File: config.mk
export PLATFORM = sky130hd
export DESIGN_NAME = lvt_write_arbiter
export DESIGN_NICKNAME = d
export VERILOG_FILES = /design/src/rtl/lvt_write_arbiter.sv
export SDC_FILE = /design/constraint.sdc
export NUM_CORES = 1
export LEC_CHECK = 0
export CORE_MARGIN = 10
export CORE_UTILIZATION = 35
export DETAILED_ROUTE_END_ITERATION = 10
export PLACE_DENSITY = 0.63
export SYNTH_ARGS = -nofsm -noshare
export SYNTH_HDL_FRONTEND = slang
export SYNTH_SLANG_ARGS = --single-unit
File: constraint.sdc
create_clock -name clk -period 5.93 [get_ports clk]
set_input_delay 1.186 -clock clk [delete_from_list [all_inputs] [get_ports clk]]
set_output_delay 1.186 -clock clk [all_outputs]
set_load 0.01 [all_outputs]
File: src/rtl/lvt_write_arbiter.sv
`default_nettype none
// ============================================================================
// Module      : lvt_write_arbiter
// Description : Round-robin arbiter sharing the two write ports of a 4R2W
//               LVT-banked RAM among NREQ requesters. Grants up to two
//               writes per cycle with distinct addresses, registers the
//               RAM write ports and counts same-address conflict denials.
// Revision    : 1.0 - initial release
// ============================================================================
module lvt_write_arbiter #(
    parameter int NREQ   = 4,
    parameter int ADDR_W = 12,
    parameter int DATA_W = 32,
    parameter int CNT_W  = 16
) (
    input  logic                     clk,
    input  logic                     rst,
    input  logic [NREQ-1:0]          req_valid,
    input  logic [NREQ*ADDR_W-1:0]   req_addr,
    input  logic [NREQ*DATA_W-1:0]   req_data,
    output logic [NREQ-1:0]          req_ready,
    input  logic                     hold,
    output logic [ADDR_W-1:0]        w_addr_1,
    output logic [DATA_W-1:0]        w_din_1,
    output logic                     w_enb_1,
    output logic [ADDR_W-1:0]        w_addr_2,
    output logic [DATA_W-1:0]        w_din_2,
    output logic                     w_enb_2,
    output logic [CNT_W-1:0]         conflict_cnt
);

    localparam int PTR_W = $clog2(NREQ);
    // Conflict count per cycle is at most NREQ-1.
    localparam int NCW   = $clog2(NREQ) + 1;
    localparam int SUM_W = CNT_W + NCW;

    // Registered state
    logic [PTR_W-1:0]  r_ptr;
    logic [CNT_W-1:0]  r_cnt;
    logic              r_enb_1;
    logic              r_enb_2;
    logic [ADDR_W-1:0] r_addr_1;
    logic [ADDR_W-1:0] r_addr_2;
    logic [DATA_W-1:0] r_din_1;
    logic [DATA_W-1:0] r_din_2;

    // Requester fields unpacked into arrays so the scan can index by pointer
    logic [ADDR_W-1:0] w_addr_arr [NREQ];
    logic [DATA_W-1:0] w_data_arr [NREQ];

    genvar gi;
    generate
        for (gi = 0; gi < NREQ; gi++) begin : g_unpack
            assign w_addr_arr[gi] = req_addr[gi*ADDR_W +: ADDR_W];
            assign w_data_arr[gi] = req_data[gi*DATA_W +: DATA_W];
        end
    endgenerate

    // Scan results
    logic              w_a_vld;
    logic [PTR_W-1:0]  w_a_idx;
    logic [ADDR_W-1:0] w_a_addr;
    logic              w_b_vld;
    logic [PTR_W-1:0]  w_b_idx;
    logic [NCW-1:0]    w_conf_n;
    logic [NREQ-1:0]   w_ready;
    logic [PTR_W:0]    w_sum;
    logic [PTR_W-1:0]  w_idx;

    // Round-robin scan from r_ptr: first valid is slot A, first later valid
    // with a different address is slot B, same-address laters are denied.
    always_comb begin
        w_a_vld  = 1'b0;
        w_a_idx  = '0;
        w_a_addr = '0;
        w_b_vld  = 1'b0;
        w_b_idx  = '0;
        w_conf_n = '0;
        w_ready  = '0;
        w_sum    = '0;
        w_idx    = '0;
        if (!hold && !rst) begin
            for (int k = 0; k < NREQ; k++) begin
                w_sum = {1'b0, r_ptr} + (PTR_W+1)'(k);
                if (w_sum >= (PTR_W+1)'(NREQ)) begin
                    w_sum = w_sum - (PTR_W+1)'(NREQ);
                end
                w_idx = w_sum[PTR_W-1:0];
                if (req_valid[w_idx]) begin
                    if (!w_a_vld) begin
                        w_a_vld  = 1'b1;
                        w_a_idx  = w_idx;
                        w_a_addr = w_addr_arr[w_idx];
                    end else if (w_addr_arr[w_idx] == w_a_addr) begin
                        w_conf_n = w_conf_n + NCW'(1);
                    end else if (!w_b_vld) begin
                        w_b_vld = 1'b1;
                        w_b_idx = w_idx;
                    end
                end
            end
            if (w_a_vld) w_ready[w_a_idx] = 1'b1;
            if (w_b_vld) w_ready[w_b_idx] = 1'b1;
        end
    end

    // Next pointer: one past the last granted slot, wrapping at NREQ
    logic [PTR_W-1:0] w_last;
    logic [PTR_W:0]   w_nxt_sum;
    logic [PTR_W-1:0] w_ptr_nxt;

    // Pointer advance computation
    always_comb begin
        w_last    = w_b_vld ? w_b_idx : w_a_idx;
        w_nxt_sum = {1'b0, w_last} + (PTR_W+1)'(1);
        if (w_nxt_sum >= (PTR_W+1)'(NREQ)) begin
            w_nxt_sum = '0;
        end
        w_ptr_nxt = w_nxt_sum[PTR_W-1:0];
    end

    // Saturating conflict counter next value
    logic [SUM_W-1:0] w_cnt_sum;
    logic [CNT_W-1:0] w_cnt_nxt;

    // Add this cycle's denials and clamp at the counter's maximum
    always_comb begin
        w_cnt_sum = SUM_W'(r_cnt) + SUM_W'(w_conf_n);
        if (w_cnt_sum > SUM_W'({CNT_W{1'b1}})) begin
            w_cnt_nxt = {CNT_W{1'b1}};
        end else begin
            w_cnt_nxt = w_cnt_sum[CNT_W-1:0];
        end
    end

    // State registers: pointer, counter and the RAM write port outputs
    always_ff @(posedge clk) begin
        if (rst) begin
            r_ptr    <= '0;
            r_cnt    <= '0;
            r_enb_1  <= 1'b0;
            r_enb_2  <= 1'b0;
            r_addr_1 <= '0;
            r_addr_2 <= '0;
            r_din_1  <= '0;
            r_din_2  <= '0;
        end else begin
            r_enb_1 <= w_a_vld;
            r_enb_2 <= w_b_vld;
            if (w_a_vld) begin
                r_addr_1 <= w_addr_arr[w_a_idx];
                r_din_1  <= w_data_arr[w_a_idx];
                r_ptr    <= w_ptr_nxt;
            end
            if (w_b_vld) begin
                r_addr_2 <= w_addr_arr[w_b_idx];
                r_din_2  <= w_data_arr[w_b_idx];
            end
            r_cnt <= w_cnt_nxt;
        end
    end

    assign req_ready    = w_ready;
    assign w_enb_1      = r_enb_1;
    assign w_enb_2      = r_enb_2;
    assign w_addr_1     = r_addr_1;
    assign w_addr_2     = r_addr_2;
    assign w_din_1      = r_din_1;
    assign w_din_2      = r_din_2;
    assign conflict_cnt = r_cnt;

endmodule
`default_nettype wire

**Yosys cells after proc, flatten, opt, wreduce, memory -nomap -nowiden**

Index checks and enable logic that the tools add are counted.

- Register bits after elaboration: 108
- Bits in latches: 0
- Bits in writable memories: 0
- Bits in read-only memories: 0
- Output and inout bits: 110
- Memories: 0
- Word-level logic and storage cells: 173
- Input bits: 183

- Equality and inequality tests: 3
- $add $sub $neg: 12
- Order comparisons: 20
- Shifts and indexed selects: 0
- $mul: 0
- Reductions and logical operators: 5
- Div/mod/pow operators: 0
- Multiplexer cells: 118
- Bitwise logic cells: 7

Operators with widths:

| cell | count |
|---|---|
| two-way mux 12 bit | 20 |
| binary-select mux 12 bit (select 2 bit) | 6 |
| binary-select mux 32 bit (select 2 bit) | 2 |
| two-way mux 32 bit | 4 |
| two-way mux 2 bit | 33 |
| two-way mux 3 bit | 13 |
| equality test 12 bit | 3 |
| greater-or-equal comparator 3 bit (second input constant) | 10 |
| two-way mux 1 bit | 29 |
| < comparator 2 x 3 -> 1 bit (second input constant) | 6 |
| inverter 2 -> 3 bit | 6 |
| adder 16 x 3 -> 17 bit | 1 |
| > comparator 17 x 16 -> 1 bit (second input constant) | 1 |
| two-way mux 16 bit | 1 |
| two-way mux 4 bit | 4 |
| adder 3 x 1 -> 3 bit (second input constant) | 3 |
| binary-select mux 1 bit (select 2 bit) | 4 |
| subtractor 2 x 1 -> 2 bit (second input constant) | 4 |
| adder 2 x 1 -> 3 bit (second input constant) | 2 |
| adder 2 x 2 -> 3 bit (second input constant) | 2 |
| demux 1 bit (select 2 bit) | 2 |
| greater-or-equal comparator 2 x 1 -> 1 bit (second input constant) | 2 |
| OR 4 bit | 1 |
| greater-or-equal comparator 2 x 3 -> 1 bit (second input constant) | 1 |
| 2 further kinds | 5 |

**Longest topological paths before layout**

Gate-level depths: netlist of run 1.

- Word-level depth: 30
- Depth in mapped cells: 23
- Depth with buffers taken out: 20

**Worst setup path after synthesis of run 1**

OpenSTA, ideal clock, no wires.

- Kind: in2reg
- Start point: input port req_valid[0]
- End point: register r_cnt[10], in the netlist conflict_cnt[10]
- Arrival time: 5.520 ns
- Library setup time: 0.133 ns
- Path buffers: 5
- Stages: 22
- Required time: 5.797 ns
- Slack: 0.277 ns
- Cell sequence: buf_2 mux4_2 buf_2 buf_2 a22o_1 xnor2_1 nand4_1 nor3_2 ha_1 a22o_1 ha_1 nand3_1 a21oi_1 fa_1 and2_1 o2111ai_1 nor2_1 and2_1 clkbuf_1 nand3_1 clkbuf_1 a21oi_1

- Longest elaborated chain between the ends: 22
- Elaborated cells between the ends (all ways): 42
- Those cells by class: 3 x add/sub; 1 x order compare; 3 x eq/ne; 35 x mux

RTL lines:

| what | line | text |
|---|---|---|
| from (decl) | 18 | `input logic [NREQ-1:0] req_valid,` |
| binary-select mux 1 bit (select 2 bit) | 89 | `if (req_valid[w_idx]) begin` |
| two-way mux 1 bit (not written as such) | 89 |  |
| two-way mux 12 bit | 89 |  |
| two-way mux 12 bit | 82 | `if (!hold && !rst) begin` |
| equality test 12 bit | 94 | `end else if (w_addr_arr[w_idx] == w_a_addr) begin` |
| two-way mux 3 bit | 94 |  |
| two-way mux 3 bit | 90 | `if (!w_a_vld) begin` |
| two-way mux 3 bit | 89 |  |
| [... 6 more ...] | -- |  |
| adder 3 x 1 -> 3 bit | 95 | `w_conf_n = w_conf_n + NCW'(1);` |
| two-way mux 3 bit | 94 |  |
| two-way mux 3 bit | 90 |  |
| two-way mux 3 bit (*) | 89 |  |
| two-way mux 3 bit (*) | 82 |  |
| adder 16 x 3 -> 17 bit (*) | 128 | `w_cnt_sum = SUM_W'(r_cnt) + SUM_W'(w_conf_n);` |
| > comparator 17 x 16 -> 1 bit | 129 | `if (w_cnt_sum > SUM_W'({CNT_W{1'b1}})) begin` |
| two-way mux 16 bit (*) | 129 |  |
| to (signal assigned) | 159 | `r_cnt <= w_cnt_nxt;` |
| to (decl) | 39 | `logic [CNT_W-1:0] r_cnt;` |

Every way passes the cells marked *; elsewhere a longest branch is shown, timed or not. The select of a mux whose other input is x is not followed.
A chain may end at the register's enable or synchronous reset.

**Worst setup path in the final report of run 1**

- Start point: input port req_valid[2]
- End point: output port req_ready[3]

- Longest elaborated chain between the ends: 25
- Elaborated cells between the ends (all ways): 74
- Those cells by class: 4 x order compare; 3 x eq/ne; 64 x mux; 1 x bitwise; 2 x reduce/logical

RTL lines:

| what | line | text |
|---|---|---|
| binary-select mux 1 bit (select 2 bit) | 89 |  |
| two-way mux 1 bit (not written as such) | 89 |  |
| two-way mux 12 bit | 89 |  |
| two-way mux 12 bit | 82 |  |
| equality test 12 bit | 94 |  |
| two-way mux 1 bit | 94 |  |
| two-way mux 1 bit | 90 |  |
| two-way mux 1 bit | 89 |  |
| [... 9 more ...] | -- |  |
| two-way mux 2 bit | 82 |  |
| < comparator 2 x 3 -> 1 bit (not written as such) or greater-or-equal comparator 2 x 1 -> 1 bit (tied branches) | 103 | `if (w_b_vld) w_ready[w_b_idx] = 1'b1;` |
| logical AND 1 bit (not written as such) | 103 |  |
| two-way mux 1 bit (not written as such) | 103 |  |
| demux 1 bit (select 2 bit) | 103 |  |
| OR 4 bit (no source line) | -- |  |
| two-way mux 4 bit (*) | 103 |  |
| two-way mux 4 bit (*) | 82 |  |
| to (decl) | 21 | `output logic [NREQ-1:0] req_ready,` |

Marks and branches as above.

==> flow_summary.yaml, run 1 <==
worst_setup_path:
  critPathRequiredTime_ns: 4.74
  r2r_start: "r_ptr[1]"
  path_cells: "clkdlybuf4s50_1 -> nor2b_1 -> mux4_2 -> a22o_1 -> a21oi_1 -> xnor2_1 -> or4_4 -> nor3_4 -> o21bai_2 -> nor3b_1 -> nand2_1 -> o21ai_0 -> clkdlybuf4s15_1"
  ff2ff_setup_slack_ns: 0.89
  cp_max_fo: 6
  crit_path_end_kind: "output pin"
  cpMaxStageDelayCell: "mux4_2"
  worstPathArrival_ns: 4.57
  max_stage_delay_ns: 0.60
  critPathLaunchType: "primary input"
  crit_family: "simple AND/OR/NAND/NOR gates"
  cp-startpoint: "req_valid[2]"
  criticalPathCategory: "primary input to output pin"
  crit_buf_inv: 2
floorplanning:
  rows: 58
  ioPinCount: 293
  die_height_um: 179
  die_w_um: 179
  core_um2: 25000
  start_util: 0.353
  die_area_um2: 31900
layout:
  n_antenna_cell: 0
  layout_commonest_cell: "clkdlybuf4s50_1"
  multi_input_area_um2: 6290
  fillers: 2411
  layout-drive-gt1-share: 0.159
  seq_area_um2: 2170
  final_cell_mix: "287 x clkdlybuf4s50_1, 150 x mux2i_1, 106 x dfxtp_1"
  nets: 1472
  final_cells: 1616
  areaGrowthSynthToFinish_pct: 46.7
global_route:
  grt_usage: 0.221
  grt_start_max_net_pins: 94
  grt_pass1_vias: 9160
  overflow: 0
  grt_pass1_wl_mm: 54.9
  antenna_found_initial: 0
clock_network:
  cts_setup_buffers: 0
  clkTransAtPathRegs_ns: 0.08
  clock_latency_ns: 0.36
  clock-root-buffer: "clkbuf_16"
  clockBufferDepth: 2
  htree_levels: 3
  cts_sinks: 108
  tritoncts: "done"
  tritoncts.num_buffers: 9
power:
  powerDensity_nw_per_um2: 268
  p_leak_nw: 5.12
  peakVddDrop_mv: 0.144
worst_hold_path:
  hp-class: "flop to flop"
  hp-start: "w_din_2[21]"
timing:
  setup_viol: 0
  setup_slack_ns: 0.176
  finalCriticalPeriod_ns: 5.75
  rsz0062_at_grt: "no"
  period_share: 0.970
  worstMarginPinSlew_ns: 1.00
  fmax_mhz: 174
  relSlewSlack: 0.332
  slew_violations: 0
  final_hold_viol_count: 0
  fin_skew_ns: 0.0102
placed_design:
  dp_hpwl_mm: 26.3
  place_congestion: 0.888
  pre_cts_slack_ns: -0.148
  placedCellCount: 1600
  io_buffers: 292
yosys:
  yosysSeqAreaShare: 0.245
  synth.avg_cell_area_um2: 9.16
  yosysWarnings: 0
  syn_inst: 963
  ys_async_sr_fraction: 0
  synth.distinct_cells: 59
  synthesis.area_um2: 8820
  ys_ff_latch: 108
  syn_nets: 1153
  synth_edf_count: 0
  synth-main-ff-cell: "dfxtp_1"
status:
  outcome: "complete, no violations"
detailed_routing:
  drt_iter0_drc: 716
  totalWireLength_mm: 36.5
  first_pass_iters: 5
  vias: 9128
  ant_nets: 0
  drt-wirelength-per-cell_um: 22.6
  route.detailed.drc: 0
  vias_per_cell: 5.65
run:
  cap_violations: 0
-- cells by family (layout without fill, tap and decap cells) --
| group | Yosys count | in the layout | synth area share |
|---|---|---|---|
| AND/OR/NAND/NOR | 191 | 191 | 0.115 |
| multiplexers | 203 | 204 | 0.294 |
| adder cells (fa/ha/maj) | 7 | 7 | 0.0108 |
| AO/OA/AOI/OAI | 309 | 309 | 0.236 |
| flip-flops | 108 | 108 | 0.245 |
| buffers and inverters | 100 | 422 | 0.0528 |
| XOR/XNOR | 45 | 45 | 0.0456 |
-- stage by stage --
step                instance area (um^2)  total power [mW]  utilization  TNS, ns  hold WS (ns)
finish                             12900              3.47        0.518        0         0.472
detailed placement                 12600              2.84        0.505    -1.58         0.454
floorplan                           8820              2.01            -        0         0.493
CTS                                12900              3.47        0.517        0         0.474
global route                       12900              3.65        0.518        0         0.498
global placement                   12600              2.83        0.505   -0.615         0.454
-- state kept, by name (all words and copies together) (netlist names) --
signal / count
conflict_cnt: 16
r_ptr: 2
w_addr_1: 12
w_addr_2: 12
w_din_1: 32
w_din_2: 32
w_enb_1: 1
w_enb_2: 1
-- synth_stat cells (all sizes together) (3+ instances only) --
master   instances  share of area
mux2i          150           0.17
o21ai          134          0.076
dfxtp          108           0.25
nand2           64          0.028
clkbuf          47          0.020
mux4            44           0.11
nand2b          44          0.031
o221ai          44          0.044
buf             40          0.027
a21oi           34          0.020
a2bb2oi         34          0.034
xnor2           31          0.032
nor2            23         0.0098
a22o            15          0.015
xor2            14          0.014
nand4           13         0.0092
o21bai          13          0.011
inv             12         0.0051
o2bb2ai         11          0.011
mux2             9          0.011
a22oi            7         0.0060
and2             7         0.0050
nand3            7         0.0040
nor2b            7         0.0050
ha               6         0.0085
nor3             6         0.0051
nor4bb           4         0.0045
or2              4         0.0028
nor3b            3         0.0026
o22ai            3         0.0021
-- cell type report --
| cell class | instances | share of cell area |
|---|---|---|
| Inverter | 13 | 0.00377 |
| Clock inverter | 5 | 0.00338 |
| Tap cell | 330 | 0.0319 |
| Sequential cell | 108 | 0.167 |
| Timing Repair Buffer | 394 | 0.289 |
| Clock buffer | 10 | 0.0185 |
| Multi-Input combinational cell | 756 | 0.486 |
-- worst paths after layout --
path,to,depth (start not counted)
min reg2reg,w_din_2[21],2
max reg2reg,conflict_cnt[4],21
max,req_ready[3],13
min,w_din_2[21],2
-- power by group --
part	switching, mW	internal, mW
Combinational	0.954	0.955
Clock	0.314	0.302
Sequential	0.0922	0.850
-- worst register-to-register path, delay by kind of cell (launching register included) --
family | cells | cell delay (ns)
buffers and inverters | 4 | 0.74
xor gates and xnor gates | 1 | 0.18
muxes | 1 | 0.61
and+or+nand+nor | 7 | 1.09
adders and majority gates | 3 | 0.90
DFF | 1 | 0.56
AOI/OAI and AO/OA | 5 | 0.83
-- what timing repair did --
item	4_1_cts	5_1_grt
hold buffers	0	0
resized for setup	6	13
setup endpoints to repair	4	20
pin swaps	0	2
cloned	1	0
-- metal layers --
layer	part of all wire	track usage	vias up	routed length (um)
li1	-	-	4311	-
met1	0.40	0.268	4399	14700
met2	0.48	0.367	371	17600
met3	0.090	0.0678	47	3280
met5	0	0	-	0
met4	0.025	0.0717	0	907
Note: power is estimated with default switching activity, not from simulation.
==> inputs of run 2 (changes only) <==
--- a/config.mk
+++ b/config.mk
@@ -5,10 +5,12 @@
 export SDC_FILE = /design/constraint.sdc
 export NUM_CORES = 1
 export LEC_CHECK = 0
+export CAP_MARGIN = 10
 export CORE_MARGIN = 10
 export CORE_UTILIZATION = 35
 export DETAILED_ROUTE_END_ITERATION = 10
-export PLACE_DENSITY = 0.63
+export DONT_BUFFER_PORTS = 1
+export PLACE_DENSITY = 0.48
 export SYNTH_ARGS = -nofsm -noshare
 export SYNTH_HDL_FRONTEND = slang
 export SYNTH_SLANG_ARGS = --single-unit
==> run 2 against run 1 <==
Against the previous run: register-to-register slack worse by 0.25 ns; final cell count fell by 23%; flip-flop and latch count unchanged; design area down 27%; count of clock-buffer cells in the layout did not move; critical path depth shrank 1; sequential power up 11%; die area stayed put; setup slack improved by 0.23 ns; combinational power is 31% lower; critical endpoint is now req_ready[1]; largest cell class unchanged.
==> flow_summary.yaml, run 2 (synthesis gave the netlist of run 1 again) <==
placed_design:
  placed_area_um2: 9140
  dp_hpwl_mm: 23.7
  place_congestion: 0.834
  io_buffers: 0
timing:
  rsz0062_at_grt: "no"
  finalCriticalPeriod_ns: 5.52
  relSlewSlack: 0.306
  setup_viol: 0
  timing.hold.ws_ns: 0.529
  period_share: 0.931
  fin_skew_ns: 0.0125
  slew_violations: 0
  fmax_mhz: 181
  worstMarginPinSlew_ns: 1.04
  final.setup.tns_ns: 0
  final_hold_viol_count: 0
global_route:
  met1_usage: 0.242
  grt_busiest_layer: "met2"
  grtUsageMet3: 0.0716
  grt_pass1_wl_mm: 49.5
  antenna_found_initial: 0
  overflow: 0
  grt_use_met2: 0.331
  grt_pass1_vias: 7810
  grt_usage: 0.201
  grt_start_max_net_pins: 90
layout:
  layout-drive-gt1-share: 0.131
  areaGrowthSynthToFinish_pct: 7.17
  seq_area_um2: 2170
  multi_input_area_um2: 6230
  final_cell_mix: "150 x mux2i_1, 106 x dfxtp_1, 103 x o21ai_0"
  fillers: 2600
  n_antenna_cell: 0
  nets: 1107
  utilization: 0.379
  final_area_um2: 9450
  layout_commonest_cell: "mux2i_1"
worst_setup_path:
  cp-startpoint: "r_ptr[1]"
  cpMaxStageDelayCell: "dfxtp_2"
  path_cells: "buf_12 -> mux4_2 -> nor4bb_1 -> a22oi_1 -> a22oi_1 -> nand4_1 -> nor2b_1 -> nor3_2 -> xnor2_4 -> or3b_2 -> o21ai_0 -> buf_4"
  crit_path_end_kind: "output pin"
  cpMostUsedCell: "a22oi_1"
  critPathLaunchType: "flop"
  criticalPathCategory: "flop to output pin"
  crit_buf_inv: 2
  cp_max_fo: 31
  critPathRequiredTime_ns: 4.74
  crit_family: "simple AND/OR/NAND/NOR gates"
  worstPathArrival_ns: 4.34
  r2r_start: "r_ptr[1]"
  max_stage_delay_ns: 0.60
detailed_routing:
  totalWireLength_mm: 33.1
  first_pass_iters: 7
  route.detailed.drc: 0
  drt-wirelength-per-cell_um: 26.5
  drt_iter0_drc: 554
  vias: 7714
  vias_per_cell: 6.16
  ant_nets: 0
clock_network:
  hold_buffers: 0
  clock_latency_ns: 0.37
  clock-root-buffer: "clkbuf_16"
  htree_levels: 3
  tritoncts: "done"
  tritoncts.num_buffers: 9
  cts_setup_buffers: 0
  cts_sinks: 108
  clkTransAtPathRegs_ns: 0.09
  clockBufferDepth: 2
  ctsResizeCount: 0
floorplanning:
  core_um2: 25000
  start_util: 0.353
  die_area_um2: 31900
  die_height_um: 179
  rows: 58
  die_w_um: 179
  ioPinCount: 293
run:
  cap_violations: 0
status:
  outcome: "complete, no violations"
power:
  peakVddDrop_mv: 0.115
  power_mw: 3.02
  p_leak_nw: 3.64
  powerDensity_nw_per_um2: 320
worst_hold_path:
  hp-class: "flop to flop"
  hp-start: "w_din_1[1]"
-- run 2: cell types whose count changed in the layout (fill, tap and decap cells not counted), sizes merged --
cell / previous run / this run
dlygate4sd2: 1 / 0
mux4: 45 / 44
clkdlybuf4s50: 287 / 0
clkbuf: 12 / 10
bufinv: 0 / 1
clkdlybuf4s15: 1 / 0
buf: 103 / 30
-- run 2: power breakdown --
group / internal, mW / switching (mW) / leakage [nW]
Sequential: 0.851 / 0.198 / 0.889
Clock: 0.339 / 0.326 / 0.152
Combinational: 0.595 / 0.714 / 2.60
Total: 1.78 / 1.24 / 3.64
-- run 2: area by class of cell --
cell class / instances / share of cell area
Multi-Input combinational cell: 755 / 0.660
Sequential cell: 108 / 0.229
Tap cell: 330 / 0.0437
Timing Repair Buffer: 30 / 0.0291
Clock buffer: 10 / 0.0242
Clock inverter: 6 / 0.00861
Inverter: 13 / 0.00516
-- run 2: worst min-delay path, cell delays in order (launching register included) --
cell      delay [ns]
dfxtp_1         0.35
nand2b_1        0.07
o21ai_0         0.06
-- run 2: metrics by stage --
step / worst slack [ns] / instances
after floorplan: 0.277 / 963
after global placement: 0.319 / 1236
after detailed placement: 0.275 / 1236
after CTS: 0.391 / 1252
after global routing: 0.0588 / 1252
final: 0.407 / 1252
-- run 2: final timing paths --
path	depth (start not counted)	slack, ns	endpoint
worst max-delay path	12	0.41	req_ready[1]
worst min-delay path	2	0.53	w_din_1[1]
worst max register to register	20	0.64	conflict_cnt[4]
worst min register to register	2	0.53	w_din_1[1]
-- run 2: layer usage --
| layer | routed length, um | vias to the layer above |
|---|---|---|
| li1 | - | 3573 |
| met1 | 13200 | 3778 |
| met2 | 15800 | 323 |
| met3 | 3410 | 40 |
| met4 | 751 | 0 |
| met5 | 0 | - |
==> inputs of run 3 (changes only) <==
--- a/config.mk
+++ b/config.mk
@@ -8,6 +8,8 @@
 export CAP_MARGIN = 10
 export CORE_MARGIN = 10
 export CORE_UTILIZATION = 35
+export CTS_CLUSTER_DIAMETER = 60
+export CTS_CLUSTER_SIZE = 12
 export DETAILED_ROUTE_END_ITERATION = 10
 export DONT_BUFFER_PORTS = 1
 export PLACE_DENSITY = 0.48
==> results of run 3 <==
The final DEF is identical to that of run 2; final timing and power are the same.
